--- src/rtl/pipe_ctrl_unit.sv ---
`default_nettype none
// ============================================================================
// Module      : pipe_ctrl_unit
// Description : Decode, control pipeline, hazard/forwarding control and stall
//               counter for the 16-bit pipelined datapath.
// Revision    : 1.0 - initial release
// ============================================================================
module pipe_ctrl_unit #(
    parameter int REG_AW = 3,
    parameter int CNT_W  = 16
) (
    input  logic              clk,
    input  logic              rst,
    input  logic [15:0]       inst_id,
    input  logic              id_valid,
    input  logic              redirect_ex,
    input  logic              mem_ready,
    output logic              pc_en,
    output logic              ifid_en,
    output logic              ifid_flush,
    output logic              idex_flush,
    output logic              jmp_target,
    output logic              update_rr,
    output logic              slect_pc_src_id,
    output logic [2:0]        alu_control,
    output logic              imm,
    output logic              r_type,
    output logic              logical_signal,
    output logic              for_signal,
    output logic              branch_signal,
    output logic              bne,
    output logic              write_to_mem,
    output logic              load_mem,
    output logic              write_to_reg,
    output logic              load_wb,
    output logic [REG_AW-1:0] wb_rd,
    output logic [1:0]        fwd_a,
    output logic [1:0]        fwd_b,
    output logic [CNT_W-1:0]  stall_count
);
    localparam logic [3:0] c_OP_R    = 4'd0;
    localparam logic [3:0] c_OP_ANDI = 4'd1;
    localparam logic [3:0] c_OP_ADDI = 4'd2;
    localparam logic [3:0] c_OP_LW   = 4'd3;
    localparam logic [3:0] c_OP_SW   = 4'd4;
    localparam logic [3:0] c_OP_BEQ  = 4'd5;
    localparam logic [3:0] c_OP_BNE  = 4'd6;
    localparam logic [3:0] c_OP_FOR  = 4'd7;
    localparam logic [3:0] c_OP_JMP  = 4'd8;
    localparam logic [3:0] c_OP_CALL = 4'd9;
    localparam logic [3:0] c_OP_RET  = 4'd10;

    localparam logic [2:0] c_ALU_AND = 3'b000;
    localparam logic [2:0] c_ALU_ADD = 3'b001;
    localparam logic [2:0] c_ALU_SUB = 3'b010;

    // ---------------- ID decode ----------------
    logic [3:0]        w_op;
    logic [2:0]        w_alu;
    logic              w_imm, w_rtype, w_logic, w_for, w_br, w_bne;
    logic              w_wmem, w_ld, w_wreg;
    logic [REG_AW-1:0] w_rd, w_rs, w_rt;
    logic              w_jump_op;

    assign w_op = inst_id[15:12];

    // rs/rt are left at zero when the instruction does not read them, and rd
    // is zero for non-writers, so hazard and forwarding compares stay simple.
    always_comb begin
        w_alu   = c_ALU_AND;
        w_imm   = 1'b0;
        w_rtype = 1'b0;
        w_logic = 1'b0;
        w_for   = 1'b0;
        w_br    = 1'b0;
        w_bne   = 1'b0;
        w_wmem  = 1'b0;
        w_ld    = 1'b0;
        w_wreg  = 1'b0;
        w_rd    = '0;
        w_rs    = '0;
        w_rt    = '0;
        case (w_op)
            c_OP_R: begin
                w_rtype = 1'b1;
                w_alu   = inst_id[2:0];
                w_wreg  = 1'b1;
                w_rd    = inst_id[11:9];
                w_rs    = inst_id[8:6];
                w_rt    = inst_id[5:3];
            end
            c_OP_ANDI, c_OP_ADDI, c_OP_LW: begin
                w_imm   = 1'b1;
                w_logic = (w_op == c_OP_ANDI);
                w_ld    = (w_op == c_OP_LW);
                w_alu   = (w_op == c_OP_ANDI) ? c_ALU_AND : c_ALU_ADD;
                w_wreg  = 1'b1;
                w_rd    = inst_id[8:6];
                w_rs    = inst_id[11:9];
            end
            c_OP_SW: begin
                w_imm  = 1'b1;
                w_wmem = 1'b1;
                w_alu  = c_ALU_ADD;
                w_rs   = inst_id[11:9];
                w_rt   = inst_id[8:6];
            end
            c_OP_BEQ, c_OP_BNE: begin
                w_br  = 1'b1;
                w_bne = (w_op == c_OP_BNE);
                w_alu = c_ALU_SUB;
                w_rs  = inst_id[11:9];
                w_rt  = inst_id[8:6];
            end
            c_OP_FOR: begin
                w_for  = 1'b1;
                w_alu  = c_ALU_SUB;
                w_wreg = 1'b1;
                w_rd   = inst_id[11:9];
                w_rs   = inst_id[11:9];
            end
            default: ;
        endcase
    end

    assign w_jump_op = (w_op == c_OP_JMP) || (w_op == c_OP_CALL) || (w_op == c_OP_RET);

    // ---------------- pipeline control registers ----------------
    logic              ex_vld_q, ex_imm_q, ex_rtype_q, ex_logic_q, ex_for_q;
    logic              ex_br_q, ex_bne_q, ex_wmem_q, ex_ld_q, ex_wreg_q;
    logic [2:0]        ex_alu_q;
    logic [REG_AW-1:0] ex_rd_q, ex_rs_q, ex_rt_q;
    logic              mem_vld_q, mem_wmem_q, mem_ld_q, mem_wreg_q;
    logic [REG_AW-1:0] mem_rd_q;
    logic              wb_vld_q, wb_ld_q, wb_wreg_q;
    logic [REG_AW-1:0] wb_rd_q;
    logic [CNT_W-1:0]  stall_cnt_q, stall_cnt_d;

    // ---------------- hazard / flow control ----------------
    logic w_load_use, w_id_jump, w_ex_load;

    assign w_load_use = id_valid && ex_vld_q && ex_ld_q && (ex_rd_q != '0) &&
                        ((w_rs == ex_rd_q) || (w_rt == ex_rd_q));
    assign w_id_jump  = id_valid && w_jump_op;
    assign w_ex_load  = id_valid && !idex_flush;

    always_comb begin
        pc_en      = 1'b1;
        ifid_en    = 1'b1;
        ifid_flush = 1'b0;
        idex_flush = 1'b0;
        if (rst || !mem_ready) begin
            pc_en   = 1'b0;
            ifid_en = 1'b0;
        end else if (redirect_ex) begin
            ifid_flush = 1'b1;
            idex_flush = 1'b1;
        end else if (w_load_use) begin
            pc_en      = 1'b0;
            ifid_en    = 1'b0;
            idex_flush = 1'b1;
        end else if (w_id_jump) begin
            ifid_flush = 1'b1;
        end
    end

    always_comb begin
        stall_cnt_d = stall_cnt_q;
        if (!rst && !pc_en && (stall_cnt_q != {CNT_W{1'b1}}))
            stall_cnt_d = stall_cnt_q + CNT_W'(1);
    end

    always_ff @(posedge clk) begin
        if (rst) begin
            ex_vld_q   <= 1'b0;
            ex_alu_q   <= '0;
            ex_imm_q   <= 1'b0;
            ex_rtype_q <= 1'b0;
            ex_logic_q <= 1'b0;
            ex_for_q   <= 1'b0;
            ex_br_q    <= 1'b0;
            ex_bne_q   <= 1'b0;
            ex_wmem_q  <= 1'b0;
            ex_ld_q    <= 1'b0;
            ex_wreg_q  <= 1'b0;
            ex_rd_q    <= '0;
            ex_rs_q    <= '0;
            ex_rt_q    <= '0;
            mem_vld_q  <= 1'b0;
            mem_wmem_q <= 1'b0;
            mem_ld_q   <= 1'b0;
            mem_wreg_q <= 1'b0;
            mem_rd_q   <= '0;
            wb_vld_q   <= 1'b0;
            wb_ld_q    <= 1'b0;
            wb_wreg_q  <= 1'b0;
            wb_rd_q    <= '0;
        end else if (mem_ready) begin
            ex_vld_q   <= w_ex_load;
            ex_alu_q   <= w_ex_load ? w_alu : 3'b000;
            ex_imm_q   <= w_ex_load && w_imm;
            ex_rtype_q <= w_ex_load && w_rtype;
            ex_logic_q <= w_ex_load && w_logic;
            ex_for_q   <= w_ex_load && w_for;
            ex_br_q    <= w_ex_load && w_br;
            ex_bne_q   <= w_ex_load && w_bne;
            ex_wmem_q  <= w_ex_load && w_wmem;
            ex_ld_q    <= w_ex_load && w_ld;
            ex_wreg_q  <= w_ex_load && w_wreg;
            ex_rd_q    <= w_ex_load ? w_rd : '0;
            ex_rs_q    <= w_ex_load ? w_rs : '0;
            ex_rt_q    <= w_ex_load ? w_rt : '0;
            mem_vld_q  <= ex_vld_q;
            mem_wmem_q <= ex_wmem_q;
            mem_ld_q   <= ex_ld_q;
            mem_wreg_q <= ex_wreg_q;
            mem_rd_q   <= ex_rd_q;
            wb_vld_q   <= mem_vld_q;
            wb_ld_q    <= mem_ld_q;
            wb_wreg_q  <= mem_wreg_q;
            wb_rd_q    <= mem_rd_q;
        end
    end

    always_ff @(posedge clk) begin
        if (rst) stall_cnt_q <= '0;
        else     stall_cnt_q <= stall_cnt_d;
    end

    // ---------------- forwarding ----------------
    logic w_mem_fwd, w_wb_fwd;

    // A load in EX/MEM has no data yet; its consumer was already stalled.
    assign w_mem_fwd = mem_vld_q && mem_wreg_q && !mem_ld_q;
    assign w_wb_fwd  = wb_vld_q && wb_wreg_q;

    always_comb begin
        fwd_a = 2'b00;
        fwd_b = 2'b00;
        if (ex_vld_q && (ex_rs_q != '0)) begin
            if (w_mem_fwd && (mem_rd_q == ex_rs_q))     fwd_a = 2'b01;
            else if (w_wb_fwd && (wb_rd_q == ex_rs_q))  fwd_a = 2'b10;
        end
        if (ex_vld_q && (ex_rt_q != '0)) begin
            if (w_mem_fwd && (mem_rd_q == ex_rt_q))     fwd_b = 2'b01;
            else if (w_wb_fwd && (wb_rd_q == ex_rt_q))  fwd_b = 2'b10;
        end
    end

    // ---------------- outputs ----------------
    logic w_id_ok;
    assign w_id_ok = id_valid && !redirect_ex;

    assign jmp_target      = w_id_ok && ((w_op == c_OP_JMP) || (w_op == c_OP_CALL));
    assign update_rr       = w_id_ok && (w_op == c_OP_CALL);
    assign slect_pc_src_id = w_id_ok && w_jump_op;

    assign alu_control    = ex_vld_q ? ex_alu_q : 3'b000;
    assign imm            = ex_vld_q && ex_imm_q;
    assign r_type         = ex_vld_q && ex_rtype_q;
    assign logical_signal = ex_vld_q && ex_logic_q;
    assign for_signal     = ex_vld_q && ex_for_q;
    assign branch_signal  = ex_vld_q && ex_br_q;
    assign bne            = ex_vld_q && ex_bne_q;
    assign write_to_mem   = mem_vld_q && mem_wmem_q;
    assign load_mem       = mem_vld_q && mem_ld_q;
    assign write_to_reg   = wb_vld_q && wb_wreg_q;
    assign load_wb        = wb_vld_q && wb_ld_q;
    assign wb_rd          = wb_vld_q ? wb_rd_q : '0;
    assign stall_count    = stall_cnt_q;

endmodule
`default_nettype wire
--- config.mk ---
export PLATFORM = sky130hd
export DESIGN_NAME = pipe_ctrl_unit
export DESIGN_NICKNAME = d
export VERILOG_FILES = /design/src/rtl/pipe_ctrl_unit.sv
export SDC_FILE = /design/constraint.sdc
export NUM_CORES = 1
export LEC_CHECK = 0
export CAP_MARGIN = 15
export CELL_PAD_IN_SITES_DETAIL_PLACEMENT = 1
export CELL_PAD_IN_SITES_GLOBAL_PLACEMENT = 2
export CORE_UTILIZATION = 30
export DETAILED_ROUTE_END_ITERATION = 6
export PLACE_DENSITY = 0.77
export REMOVE_ABC_BUFFERS = 1
export SYNTH_ARGS = -nofsm -noshare
export SYNTH_HDL_FRONTEND = slang
export SYNTH_SLANG_ARGS = --single-unit
--- constraint.sdc ---
create_clock -name clk -period 5.55 [get_ports clk]
set_input_delay 1.665 -clock clk [delete_from_list [all_inputs] [get_ports clk]]
set_output_delay 1.665 -clock clk [all_outputs]
set_load 0.01 [all_outputs]
# After elaboration in Yosys (flattened, before gate mapping)
# Index checks and enable logic that the tools add are counted.
dict set report word_totals {
  out_inout_bits 43
  inputBits 21
  elab_cells 139
  reg_bits 51
}
dict set report op_classes {
  add_sub_neg 1
  muxes 36
  reduce_logical 61
  eq_ne 17
}
# op count
set op_table {}
lappend op_table {{$logic_and 1x1->1} 39}
lappend op_table {{$mux 1} 20}
lappend op_table {{$eq 3x3->1} 6}
lappend op_table {{$mux 3} 6}
lappend op_table {{$pmux 3 s2} 3}
lappend op_table {{$add 16x1->16 const B} 1}
lappend op_table {{$eq 4x3->1 const B} 4}
lappend op_table {{$ne 16x16->1 const B} 1}
lappend op_table {{$eq 4x4->1 const B} 3}
lappend op_table {{$mux 2} 6}
lappend op_table {{$pmux 3 s4} 1}
lappend op_table {{$reduce_bool 3->1} 3}
lappend op_table {{$reduce_or 3->1} 3}
lappend op_table {{$eq 4x2->1 const B} 2}
lappend op_table {{$reduce_or 7->1} 1}
lappend op_table {{$logic_not 1->1} 6}
lappend op_table {{$reduce_or 5->1} 1}
lappend op_table {{$eq 4x1->1 const B} 1}
lappend op_table {{$logic_not 4->1} 1}
lappend op_table {{$logic_or 1x1->1} 4}
lappend op_table {{$reduce_or 2->1} 2}
lappend op_table {{$reduce_or 4->1} 1}

# Depth between registers and ports, before layout
dict set report depth {
  ltp_word 12
  mapped_depth 11
  depth_no_buf 8
}

# Worst setup path after synthesis
# No wires, ideal clock.
dict set report synth_path {
  kind {input to output}
  from {input port inst_id[13]}
  to {output port ifid_flush}
  t_required_ns 3.885
  arrival_ns 3.514
  slack_ns 0.371
  n_path_buf 4
  stages 10
  cell_sequence {buf_2 > or4b_1 > a21oi_1 > xnor2_1 > nand4_2 > and3_1 > buf_6 > buf_6 > buf_6 > nor2b_1}
}
dict set report synth_between {
  elab_chain_len 9
  elab_cells_between_ends 26
  cone_classes {eq/ne (12); mux (6); reduce/logical (8)}
}
# item line
set synth_rtl {}
lappend synth_rtl {{from (decl)} 14} ;# input logic [15:0] inst_id,
lappend synth_rtl {{$eq 4x1->1 (tied with other cells)} 83} ;# case (w_op)
lappend synth_rtl {{$reduce_or 7->1 (no line) or $reduce_or 3->1 (tied branches)} --}
lappend synth_rtl {{$pmux 3 s2} 83}
lappend synth_rtl {{$eq 3x3->1} 143} ;# ((w_rs == ex_rd_q) || (w_rt == ex_rd_q));
lappend synth_rtl {{$logic_or 1x1->1} 143}
lappend synth_rtl {{$logic_and 1x1->1} 142} ;# assign w_load_use = id_valid && ex_vld_q && ex_ld_q && (ex_rd_q != '0) &&
lappend synth_rtl {{$mux 1 (*)} 158} ;# end else if (w_load_use) begin
lappend synth_rtl {{$mux 1 (*)} 155} ;# end else if (redirect_ex) begin
lappend synth_rtl {{$mux 1 (*)} 152} ;# if (rst || !mem_ready) begin
lappend synth_rtl {{to (decl)} 20} ;# output logic ifid_flush,
# Every way passes the cells marked *; elsewhere a longest branch is shown, timed or not.

# Worst setup path in the final report
dict set report layout_path {
  from {input port inst_id[3]}
  to {output port pc_en}
}
dict set report layout_between {
  elab_chain_len 7
}
# item line
set layout_rtl {}
lappend layout_rtl {{$pmux 3 s2} 83}
lappend layout_rtl {{$eq 3x3->1} 143}
lappend layout_rtl {{$logic_or 1x1->1} 143}
lappend layout_rtl {{$logic_and 1x1->1} 142}
lappend layout_rtl {{$mux 1} 158}
lappend layout_rtl {{$mux 1} 155}
lappend layout_rtl {{$mux 1} 152}
lappend layout_rtl {{to (decl)} 18} ;# output logic pc_en,
# No other way between the ends.

==> out/summary.txt <==
outcome = finished, final reports clean
Routed WL = 8200 µm
RSZ-0062 raised after global routing = false
Sinks on Clock Net = 51
startpoint types = input pin
Final Hold Fails = 0
# H-tree levels = 2
WL met1 = 3980 µm
final non-filler cell total = 509
sequential power share = 48.2%
XOR/XNOR share of the synthesized area = 6.44%
Final Slew Violations = 0
top routing layer in use = met4
Final nets = 419
Reg clk slew, reported paths = 0.10 ns
core area = 9200 µm²
vias in the first global route = 2668
Pleak = 1.51 nW
synth warn = 0
crit-path max cell delay = 0.49 ns
GP Congestion = 0.800
DRC = 0
post-CTS setup buffer count = 0
fraction of registers with async set/reset = 0%
drt via density = 5.26
Die X = 99.3 µm
sw frac = 23.5%
drt initial violations = 71
Root Driver = clkbuf_8
final hold slack = 0.480 ns
ys flop type = dfxtp_1
Yosys cell types = 50
Mapped Cells = 326
final worst slack = 0.123 ns
Worst Max-Slew Pin Slew = 0.615 ns
pre-CTS setup slack = -0.371 ns
Crit. End Element = output pin
Avg WL per Cell = 16.1 µm
final setup TNS = 0 ns
Setup Skew = 0.0129 ns
Hold WC Path Type = flop to flop
Simple-Gate Fraction of Synth Area = 27.1%
largest net degree at the start of global routing = 36
number of I/O pins = 64
adder-cell share of the synthesized area = 0.441%
main combinational cell family by area after synthesis = simple AND/OR/NAND/NOR gates
Logic pwr share = 12.9%
grt total ovfl = 0
Worst VDD drop = 120 µV
Cell Rows = 35
Initial Utilization = 30.9%
met2 wire len = 3840 µm
syn avg cell area = 8.70 µm²
TritonCTS clock tree = yes
internal power = 0.599 mW
slew margin rel. = 58.9%
final HPWL from detailed placement = 6250 µm
Final period util = 97.8%
Compound-Gate Fraction of Synth Area = 17.9%
die area = 9850 µm²
GRT Total Usage = 17.0%
cts bufs inserted = 5
fin util = 41.6%
Buf+Inv Stages, Crit Path = 3
I/O Buffers = 63
Psw = 0.184 mW
chip height = 99.3 µm
number of hold buffers added after CTS = 0
sequential area share after synthesis = 36.0%
area delta synth->final = 34.7%
Critical Path Fanout Max = 3
critical path type = input pin to output pin
Crit path max-delay family = buffers and inverters
fmax = 0.184 GHz
share of layout cells above drive strength 1 = 12.1%
first-pass GRT wire length = 13300 µm
post-route antenna net violation count = 0
clk_lat worst skew = 0.30 ns
Clock Tree Buf Depth = 2
minimum clock period = 5.43 ns
Seq cells post-synth = 51
critical path cell sequence = clkdlybuf4s50_1 -> or4b_1 -> a31oi_2 -> xnor2_1 -> nand4_1 -> and3_4 -> buf_4 -> dlygate4sd2_1
first drt pass iteration count = 5
via total after detailed routing = 2678
max cap viols = 0
Final setup viols = 0
Met3 Wirelength = 278 µm
Mapped Area = 2840 µm²
Worst EP required = 3.88 ns
clock share of power = 38.9%
Post-synth EDFFs = 0
Data arrival, critical path = 3.76 ns
Placed Cells = 501
worst-path cell with the longest stage delay = clkdlybuf4s50_1
power per cell area = 205 nW/µm²
n_diodes = 0
post-synthesis mux area share = 7.01%
initial antenna violation count = 0
## sequential cells by signal, summed over array words and instances, names as in the netlist, 3 cells and up
signal and count:
ex_rd_q 3, mem_rd_q 3, ex_rs_q 3, wb_rd_q 3
ex_alu_q 3, stall_count 16, ex_rt_q 3
## stage by stage
stage / instance area [µm²] / total power, mW
after floorplan: 2720 / 0.423
after global placement: 3660 / 0.484
after detailed placement: 3660 / 0.487
after CTS: 3810 / 0.794
after global routing: 3820 / 0.821
final: 3820 / 0.783
## cell type report
class,instances,area (µm²)
timing repair buffer,86,798
inverter,6,22.5
tap,111,139
fill,1095,5370
sequential,51,1020
multi-input combinational,247,1710
clock inverter,2,60.1
clock buffer,6,72.6
## final timing paths
path	from	endpoint	slack, ns	depth (start not counted)
max reg2reg	ex_vld_q	stall_count[0]	2.93	8
max	inst_id[3]	pc_en	0.12	8
min	ex_for_q	ex_for_q	0.48	1
min reg2reg	ex_for_q	ex_for_q	0.48	1
## Yosys cell counts (all sizes together) (3+ instances only)
master / instances / area [µm²]
nand2: 13 / 48.8
or4b: 4 / 40.0
dfxtp: 51 / 1020
a31oi: 4 / 25.0
and2: 15 / 93.8
nor4: 4 / 25.0
a22o: 14 / 123
inv: 6 / 22.5
a22oi: 3 / 22.5
nor2b: 10 / 62.6
nor2: 32 / 120
o21ai: 16 / 80.1
mux2i: 15 / 150
or3: 13 / 86.3
buf: 13 / 88.8
o31ai: 3 / 22.5
nor3: 3 / 26.3
nand2b: 4 / 25.0
nand3: 13 / 65.1
xor2: 14 / 123
mux2: 4 / 48.8
a32o: 5 / 50.1
clkbuf: 9 / 33.8
nand3b: 6 / 45.0
xnor2: 6 / 60.1
and3: 3 / 18.8
o2bb2ai: 3 / 26.3
nand4: 9 / 62.6
a21oi: 16 / 83.8
## cells in the final DEF (no fill, tap or decap), types with 7 or more instances in the layout
cell type / n
buf_4: 22
and2_1: 15
xor2_1: 14
a21oi_1: 13
a22o_1: 14
mux2i_1: 15
o21ai_0: 16
dfxtp_1: 51
dlygate4sd2_1: 7
or3_1: 12
nand2_1: 13
nor2_1: 32
nand3_1: 13
nor2b_1: 10
clkdlybuf4s50_1: 56
nand4_1: 8
## routing by layer
metal	track usage, %	up-vias
li1	-	1322
met1	22.8	1292
met2	28.8	56
met3	2.39	8
met4	3.96	0
met5	0	-
## logic make-up (layout without fill, tap and decap cells)
group | count (synthesis) | count (layout)
flip-flops | 51 | 51
multiplexers | 19 | 19
AO/OA/AOI/OAI | 72 | 72
buffers and inverters | 28 | 100
XOR/XNOR | 20 | 20
adder cells (fa/ha/maj) | 1 | 1
AND/OR/NAND/NOR | 135 | 135
## power by group through the flow
stage               clock (mW)  combinational, mW  sequential (mW)
global placement             0             0.0986            0.386
CTS                      0.315              0.102            0.378
detailed placement           0              0.101            0.386
global route             0.332              0.111            0.379
finish                   0.305              0.101            0.377
floorplan                    0             0.0391            0.384
## what timing repair did
action / in CTS / in global routing
endpoints found under the hold margin: 0 / 0
pin swaps: 3 / 0
setup endpoints to repair: 4 / 3
gates resized for setup: 13 / 2
Note: power is estimated with default switching activity, not from simulation.
